$ cat src/rtl/mem_access_ctrl.sv
// Initiator for a single-port synchronous memory: accepts single-word writes and
// burst reads, range-checks them up front, and returns one response word per beat.
module mem_access_ctrl #(
  parameter int ADDR_W    = 16,
  parameter int DATA_W    = 16,
  parameter int MEM_DEPTH = 16384,
  parameter int LEN_W     = 4
) (
  input  logic              clk,
  input  logic              reset,
  // Both channels use strict valid/ready: a transfer happens on a rising edge where
  // valid and ready are both high; a raised valid and its payload hold until then.
  input  logic              req_valid,
  output logic              req_ready,
  input  logic              req_write,
  input  logic [ADDR_W-1:0] req_addr,
  input  logic [DATA_W-1:0] req_wdata,
  input  logic [LEN_W-1:0]  req_len,
  output logic              rsp_valid,
  input  logic              rsp_ready,
  output logic [DATA_W-1:0] rsp_rdata,
  output logic              rsp_last,
  output logic              rsp_error,
  output logic [ADDR_W-1:0] mem_addr,
  output logic [DATA_W-1:0] mem_data_in,
  output logic              mem_write_enable,
  input  logic [DATA_W-1:0] mem_data_out,
  output logic [2:0]        dbg_state
);

  typedef enum logic [2:0] {
    ST_IDLE   = 3'd0,
    ST_WR     = 3'd1,
    ST_RD_MEM = 3'd2,
    ST_RD_CAP = 3'd3,
    ST_RESP   = 3'd4
  } state_e;

  localparam logic [ADDR_W:0] DEPTH_C = (ADDR_W+1)'(MEM_DEPTH);
  localparam logic [ADDR_W:0] LAST_C  = (ADDR_W+1)'(MEM_DEPTH - 1);

  state_e              state_q, state_d;
  logic                req_ready_q, req_ready_d;
  logic                rsp_valid_q, rsp_valid_d;
  logic [DATA_W-1:0]   rsp_rdata_q, rsp_rdata_d;
  logic                rsp_last_q, rsp_last_d;
  logic                rsp_error_q, rsp_error_d;
  logic [ADDR_W-1:0]   mem_addr_q, mem_addr_d;
  logic [DATA_W-1:0]   mem_data_in_q, mem_data_in_d;
  logic                mem_we_q, mem_we_d;
  logic [LEN_W-1:0]    cnt_q, cnt_d;

  logic                req_fire;
  logic                rsp_fire;
  logic [ADDR_W:0]     rd_end;
  logic                wr_ok;
  logic                rd_ok;

  assign req_fire = req_valid && req_ready_q;
  assign rsp_fire = rsp_valid_q && rsp_ready;

  // One extra bit on the end address so a burst near the top cannot wrap past the check.
  assign rd_end = {1'b0, req_addr} + (ADDR_W+1)'(req_len);
  assign wr_ok  = ({1'b0, req_addr} < DEPTH_C);
  assign rd_ok  = (rd_end <= LAST_C);

  always_comb begin
    state_d       = state_q;
    req_ready_d   = req_ready_q;
    rsp_valid_d   = rsp_valid_q;
    rsp_rdata_d   = rsp_rdata_q;
    rsp_last_d    = rsp_last_q;
    rsp_error_d   = rsp_error_q;
    mem_addr_d    = mem_addr_q;
    mem_data_in_d = mem_data_in_q;
    mem_we_d      = mem_we_q;
    cnt_d         = cnt_q;

    case (state_q)
      ST_IDLE: begin
        if (req_fire) begin
          req_ready_d = 1'b0;
          if ((req_write && !wr_ok) || (!req_write && !rd_ok)) begin
            rsp_valid_d = 1'b1;
            rsp_error_d = 1'b1;
            rsp_last_d  = 1'b1;
            rsp_rdata_d = '0;
            state_d     = ST_RESP;
          end else if (req_write) begin
            mem_addr_d    = req_addr;
            mem_data_in_d = req_wdata;
            mem_we_d      = 1'b1;
            state_d       = ST_WR;
          end else begin
            mem_addr_d = req_addr;
            cnt_d      = req_len;
            state_d    = ST_RD_MEM;
          end
        end
      end

      ST_WR: begin
        mem_we_d    = 1'b0;
        rsp_valid_d = 1'b1;
        rsp_last_d  = 1'b1;
        rsp_error_d = 1'b0;
        rsp_rdata_d = '0;
        state_d     = ST_RESP;
      end

      ST_RD_MEM: begin
        state_d = ST_RD_CAP;
      end

      ST_RD_CAP: begin
        rsp_rdata_d = mem_data_out;
        rsp_valid_d = 1'b1;
        rsp_last_d  = (cnt_q == '0);
        rsp_error_d = 1'b0;
        state_d     = ST_RESP;
      end

      ST_RESP: begin
        if (rsp_fire) begin
          rsp_valid_d = 1'b0;
          if (!rsp_last_q) begin
            cnt_d      = cnt_q - LEN_W'(1);
            mem_addr_d = mem_addr_q + ADDR_W'(1);
            state_d    = ST_RD_MEM;
          end else begin
            rsp_error_d = 1'b0;
            req_ready_d = 1'b1;
            state_d     = ST_IDLE;
          end
        end
      end

      default: begin
        state_d     = ST_IDLE;
        req_ready_d = 1'b1;
        rsp_valid_d = 1'b0;
        mem_we_d    = 1'b0;
      end
    endcase
  end

  always_ff @(posedge clk) begin
    if (reset) begin
      state_q       <= ST_IDLE;
      req_ready_q   <= 1'b1;
      rsp_valid_q   <= 1'b0;
      rsp_rdata_q   <= '0;
      rsp_last_q    <= 1'b0;
      rsp_error_q   <= 1'b0;
      mem_addr_q    <= '0;
      mem_data_in_q <= '0;
      mem_we_q      <= 1'b0;
      cnt_q         <= '0;
    end else begin
      state_q       <= state_d;
      req_ready_q   <= req_ready_d;
      rsp_valid_q   <= rsp_valid_d;
      rsp_rdata_q   <= rsp_rdata_d;
      rsp_last_q    <= rsp_last_d;
      rsp_error_q   <= rsp_error_d;
      mem_addr_q    <= mem_addr_d;
      mem_data_in_q <= mem_data_in_d;
      mem_we_q      <= mem_we_d;
      cnt_q         <= cnt_d;
    end
  end

  assign req_ready        = req_ready_q;
  assign rsp_valid        = rsp_valid_q;
  assign rsp_rdata        = rsp_rdata_q;
  assign rsp_last         = rsp_last_q;
  assign rsp_error        = rsp_error_q;
  assign mem_addr         = mem_addr_q;
  assign mem_data_in      = mem_data_in_q;
  assign mem_write_enable = mem_we_q;
  assign dbg_state        = state_q;

endmodule

$ cat config.mk
export PLATFORM = sky130hd
export DESIGN_NAME = mem_access_ctrl
export DESIGN_NICKNAME = d
export VERILOG_FILES = /design/src/rtl/mem_access_ctrl.sv
export SDC_FILE = /design/constraint.sdc
export NUM_CORES = 1
export LEC_CHECK = 0
export CORE_AREA = 5 5 92 94
export DETAILED_ROUTE_END_ITERATION = 12
export DIE_AREA = 0 0 97 99
export PLACE_DENSITY = 0.75
export SETUP_SLACK_MARGIN = 0.15
export SLEW_MARGIN = 20
export SYNTH_ARGS = -nofsm -noshare
export SYNTH_HDL_FRONTEND = slang
export SYNTH_SLANG_ARGS = --single-unit
$ cat constraint.sdc
create_clock -name clk -period 2.5 [get_ports clk]
set_input_delay 0.5 -clock clk [delete_from_list [all_inputs] [get_ports clk]]
set_output_delay 0.5 -clock clk [all_outputs]
set_load 0.02 [all_outputs]
# Yosys cells after proc, flatten, opt, wreduce, memory -nomap -nowiden
# Cells that the tools add are included.
# word_totals
register_bits	60
word_cells	92
output_inout_bits	56
in_bits	57
# classes
n_lt_le_gt_ge	2
n_eq_ne	12
n_addsub	3
n_reduce_logical	25
n_mux	36
bitwise_logic	4
# ops
cell	count
$mux 16	6
$pmux 16 s3	1
$pmux 16 s2	1
$mux 4	5
$add 16x4->17	1
$le 17x14->1 const B	1
$add 16x1->16 const B	1
$lt 16x15->1 const B	1
$ne 2x2->1 const B	8
$reduce_and 4->1	4
$pmux 3 s4	1
$mux 1	11
$reduce_and 5->1	2
$mux 3	3
$pmux 1 s3	3
$pmux 4 s2	1
$eq 3x2->1 const B	2
$reduce_and 6->1	1
$reduce_bool 3->1	2
$reduce_or 3->1	2
$logic_and 1x1->1	4
$logic_not 4->1	1
$mux 2	2
$not 1->1	4
other kinds (12)	14

# Logic depth before layout (Yosys ltp)
# depth
word_depth	8
depth_mapped	11
ltp_nobuf	10

# Least setup slack after synthesis
# Ideal clock, no wire load.
# synth_path
kind	input port to flip-flop
from	in req_addr[0]
to	reg mem_addr_q[9] (netlist: mem_addr[9])
setup_ps	70
path_stages	10
arrival_time_ps	2538
path_buffers	0
path_slack_ps	-108
required_time_ps	2430
path_cell_list	ha_1 -> inv_1 -> fa_1 -> nor2b_1 -> and4b_1 -> o21ai_2 -> a211oi_4 -> nor2_4 -> or4_1 -> a21oi_1
# synth_between
elab_chain_cells	7
word_cells_on_any_way	10
cone_classes	add/sub: 1; order compare: 2; eq/ne: 1; reduce/logical: 6
# synth_rtl
item	line_no	rtl
from (decl)	16	input logic [ADDR_W-1:0] req_addr,
$add 16x4->17	63	assign rd_end = {1'b0, req_addr} + (ADDR_W+1)'(req_len);
$le 17x14->1	65	assign rd_ok = (rd_end <= LAST_C);
$logic_not 1->1	83	if ((req_write && !wr_ok) || (!req_write && !rd_ok)) begin
$logic_and 1x1->1	83	
$logic_or 1x1->1 *	83	
$ne 2x2->1 (no source line) *	--	
$reduce_and 5->1 (no source line) *	--	
to (signal assigned)	166	mem_addr_q <= mem_addr_d;
to (decl)	48	logic [ADDR_W-1:0] mem_addr_q, mem_addr_d;
# Mark *: on every way between the ends. The rest lies on a longest branch, timed or not.
# A chain may end at the register's enable or synchronous reset.

# Final worst setup path
# layout_path
from	in req_addr[3]
to	reg mem_addr_q[11] (netlist: mem_addr[11])
# Same word-level chain as after synthesis.

==> results.md <==
- The post-synthesis instance area is 2870 um2.
- The fraction of synthesis flops using an asynchronous set or reset pin is 0.
- The run finished with clean final reports.
- The worst slack on hold paths is 453 ps.
- The number of antenna-violating nets in the routed design is 0.
- The required time at the worst-slack endpoint is 2760 ps.
- The analysis attributes to cell leakage a power of 1.71 nW.
- The clock reaches the later pin of the worst-skew pair after 330 ps.
- The highest achievable clock rate is 0.418 GHz.
- Across the run, the number of max-cap violations was 0.
- For this run, design rule violations remaining after detail routing come to 0.
- 0 antenna diodes ended up in the layout.
- The number of synthesized flops with an enable pin is 0.
- The register bit total from synthesis is 60.
- The number of detailed-route iterations in the first pass is 5.
- The starting utilization of the core area is 0.379.
- The final-report hold violation count is 0.
- After clock tree synthesis, the clock-pin slew on the worst setup and hold paths is 70 ps.
- The cell sitting at the root of the clock tree is a sky130_fd_sc_hd__clkbuf_8.
- The initialized floorplan defines 32 standard-cell rows.
- The final max-slew violation count is 0.
- The area of the die is 9600 um2.
- The clock tree from TritonCTS is yes.
- The count of buffers added on input and output ports is 112.
- After floorplanning, the core was sized to cover 7570 um2.
- The worst setup slack before clock tree synthesis is -658 ps.
- Setup violations remaining at the end of the flow were counted as 0.
- For the pin with the worst max-slew slack, the measured transition is 1010 ps.
- STA classifies the critical path endpoint as a register.
- Using the TritonRoute via totals, the vias-per-cell ratio works out to 5.40.
- The portion of the post-synthesis area used by sequential elements is 0.419.
- Routability-driven placement finished with a final weighted congestion of 0.857.
- The startpoint identified for the worst register-to-register timing path is dbg_state[2].
- Setup repair after global routing could not meet its margin everywhere.
- The violation count after the first detailed-route iteration is 166.
- The H-tree depth reported by CTS is 3.
- The largest fanout on the critical path is 5.
- The overall overflow remaining after global route is 0.
- STA classifies the critical path startpoint as an input port.
- In the global route stage, overall resource usage came out at 0.196.
- The via total after detailed routing is 3261.
- Buffers inserted during clock tree synthesis total 9.
- In this run the most critical hold path is launched from mem_data_in[1].
- The most common flop cell mapped by yosys is sky130_fd_sc_hd__dfxtp_1.
- The initial antenna violation count is 0.
- The placed cell area is 4290 um2.
- Counting every instance in the synthesized netlist gives 356.
- The boundary pin count is 113.
- The routed wire length per instance is 16.0 um.
- Counting I/O delays and the setup requirement, the final critical path takes 2390 ps.
- Entering global routing, the biggest net connects 36 pins.
- Headroom to the max-slew limit came out at 0.323.
- The CTS sink count is 60.
- Wires add up to 9670 um.
- The final layout net count is 561.
- The wire length of the first global-routing pass is 15500 um.
- At the worst endpoint, the arrival time is 2660 ps.
- By startpoint and endpoint, the worst setup path is classified as in2reg.
- The total chip power is 2.43 mW.
- The start point of the critical path is req_addr[3].
- The final worst slack is 108 ps.
- Hold repair after CTS inserted 0 buffers.
- From left edge to right edge, the die measures 97 um.
- The finished cells cover 4630 um2.
- In this run the power density over the cells is 526 nW/um2.
- The HPWL after detailed placement is 6780 um.
- Across the VDD grid, the largest voltage drop is 0.000271 V.
- The height of the die is 99 um.
- In the final layout, the share of cells above drive strength 1 is 0.177.
- The yosys synthesis warning count is 0.
- When the netlist entered floorplanning its net count stood at 420.
- The number of global-route vias before repair was 3161.
- Dividing the final minimum period by the clock period gives 0.957.
- The type of the most critical hold path is reg2reg.
- The area growth from synthesis to layout is 61.5%.
- The number of distinct library cells after synthesis is 48.
- The average footprint of a synthesized cell is 8.06 um2.
- The clock passes through at most 2 buffers.
- The clock skew after layout is 6.39 ps.
per-stage QoR:
step	cells	util	setup TNS, ps
2_1_floorplan	356	-	-32.2
3_3_place_gp	580	0.567	-18660
3_5_place_dp	580	0.567	-21670
4_1_cts	601	0.607	0
5_1_grt	604	0.612	0
6_report	604	0.612	0
cell type report:
cell class              count  area [um2]
clock buffers              12         145
clock inverters             4        48.8
fillers                   654        2940
inverters                  10        37.5
multi-input cells         266        1660
flip-flops and latches     60        1200
well taps                 102         128
repair buffers            150        1410
critical path, cell delays in order:
cell,delay (ps)
sky130_fd_sc_hd__clkdlybuf4s15_1,230
sky130_fd_sc_hd__ha_4,250
sky130_fd_sc_hd__nor2b_1,150
sky130_fd_sc_hd__a221oi_4,290
sky130_fd_sc_hd__nor2_2,100
sky130_fd_sc_hd__a211oi_4,380
sky130_fd_sc_hd__nor2_4,110
sky130_fd_sc_hd__or4_4,500
sky130_fd_sc_hd__a21oi_2,130
routing by layer:
layer | share of wire | up-vias | track usage
li1 | - | 1554 | -
met1 | 0.43 | 1553 | 0.247
met2 | 0.49 | 133 | 0.330
met3 | 0.059 | 21 | 0.0432
met4 | 0.018 | 0 | 0.0680
met5 | 0 | - | 0
registers in the layout, indices dropped and copies added (netlist names):
signal and flops:
mem_addr 16, dbg_state 3, rsp_valid 1, cnt_q 4, mem_data_in 16, mem_write_enable 1
req_ready 1, rsp_rdata 16, rsp_last 1, rsp_error 1
power by group:
group | internal [mW] | switching, mW
registers | 0.987 | 0.0430
logic | 0.267 | 0.268
clock network | 0.487 | 0.381
final timing paths:
check / end / cells past startpoint / slack (ps)
setup / recovery: mem_addr[11] / 9 / 110
hold / removal: mem_data_in[1] / 2 / 450
setup reg to reg: mem_addr[11] / 7 / 280
hold reg to reg: mem_data_in[1] / 2 / 450
cell usage in the layout (no fill, tap or decap), types with 8 or more instances in the layout:
cell type	n
sky130_fd_sc_hd__nor3_1	8
sky130_fd_sc_hd__a21oi_1	47
sky130_fd_sc_hd__a22o_1	16
sky130_fd_sc_hd__inv_1	8
sky130_fd_sc_hd__o21ai_0	19
sky130_fd_sc_hd__nor2_1	22
sky130_fd_sc_hd__nand2_1	64
sky130_fd_sc_hd__buf_4	36
sky130_fd_sc_hd__clkdlybuf4s50_1	103
sky130_fd_sc_hd__clkbuf_8	10
sky130_fd_sc_hd__nand3_1	11
sky130_fd_sc_hd__dfxtp_1	60
repair_timing:
action                                  CTS  global route
pin swaps                                14            10
gates resized for setup                  46             3
buffers inserted                          4             3
endpoints found under the setup margin   41            32
gates cloned                              1             0
synthesized netlist by cell type (2+ instances only):
| master | instances | share of area |
|---|---|---|
| sky130_fd_sc_hd__a211oi_1 | 3 | 0.0079 |
| sky130_fd_sc_hd__a21oi_1 | 49 | 0.086 |
| sky130_fd_sc_hd__a221oi_1 | 2 | 0.0061 |
| sky130_fd_sc_hd__a22o_1 | 16 | 0.049 |
| sky130_fd_sc_hd__a31oi_1 | 4 | 0.0087 |
| sky130_fd_sc_hd__and2_1 | 4 | 0.0087 |
| sky130_fd_sc_hd__and3_1 | 2 | 0.0044 |
| sky130_fd_sc_hd__buf_1 | 2 | 0.0026 |
| sky130_fd_sc_hd__clkbuf_1 | 18 | 0.024 |
| sky130_fd_sc_hd__dfxtp_1 | 60 | 0.42 |
| sky130_fd_sc_hd__ha_1 | 6 | 0.026 |
| sky130_fd_sc_hd__inv_1 | 10 | 0.013 |
| sky130_fd_sc_hd__mux2i_1 | 2 | 0.0070 |
| sky130_fd_sc_hd__nand2_1 | 64 | 0.084 |
| sky130_fd_sc_hd__nand3_1 | 11 | 0.019 |
| sky130_fd_sc_hd__nand3b_1 | 2 | 0.0052 |
| sky130_fd_sc_hd__nand4_1 | 5 | 0.011 |
| sky130_fd_sc_hd__nor2_1 | 25 | 0.033 |
| sky130_fd_sc_hd__nor2b_1 | 3 | 0.0065 |
| sky130_fd_sc_hd__nor3_1 | 9 | 0.016 |
| sky130_fd_sc_hd__nor3_2 | 2 | 0.0070 |
| sky130_fd_sc_hd__o21ai_0 | 19 | 0.033 |
| sky130_fd_sc_hd__o221ai_1 | 2 | 0.0061 |
| sky130_fd_sc_hd__o22ai_1 | 2 | 0.0044 |
| sky130_fd_sc_hd__o31ai_1 | 2 | 0.0052 |
| sky130_fd_sc_hd__o32ai_1 | 4 | 0.012 |
| sky130_fd_sc_hd__or2_2 | 2 | 0.0044 |
| sky130_fd_sc_hd__or3_1 | 3 | 0.0065 |
| sky130_fd_sc_hd__or4_1 | 4 | 0.010 |
cells by family (layout without fill, tap and decap cells):
family	after synthesis	count (layout)	synth area share
xor+xnor	1	1	0.00305
fa+ha+maj	7	7	0.0332
mux	2	2	0.00698
simple gates	142	143	0.240
flops	60	60	0.419
buf+inv	31	176	0.0432
compound gates	113	113	0.255
Note: power is estimated with default switching activity, not from simulation.
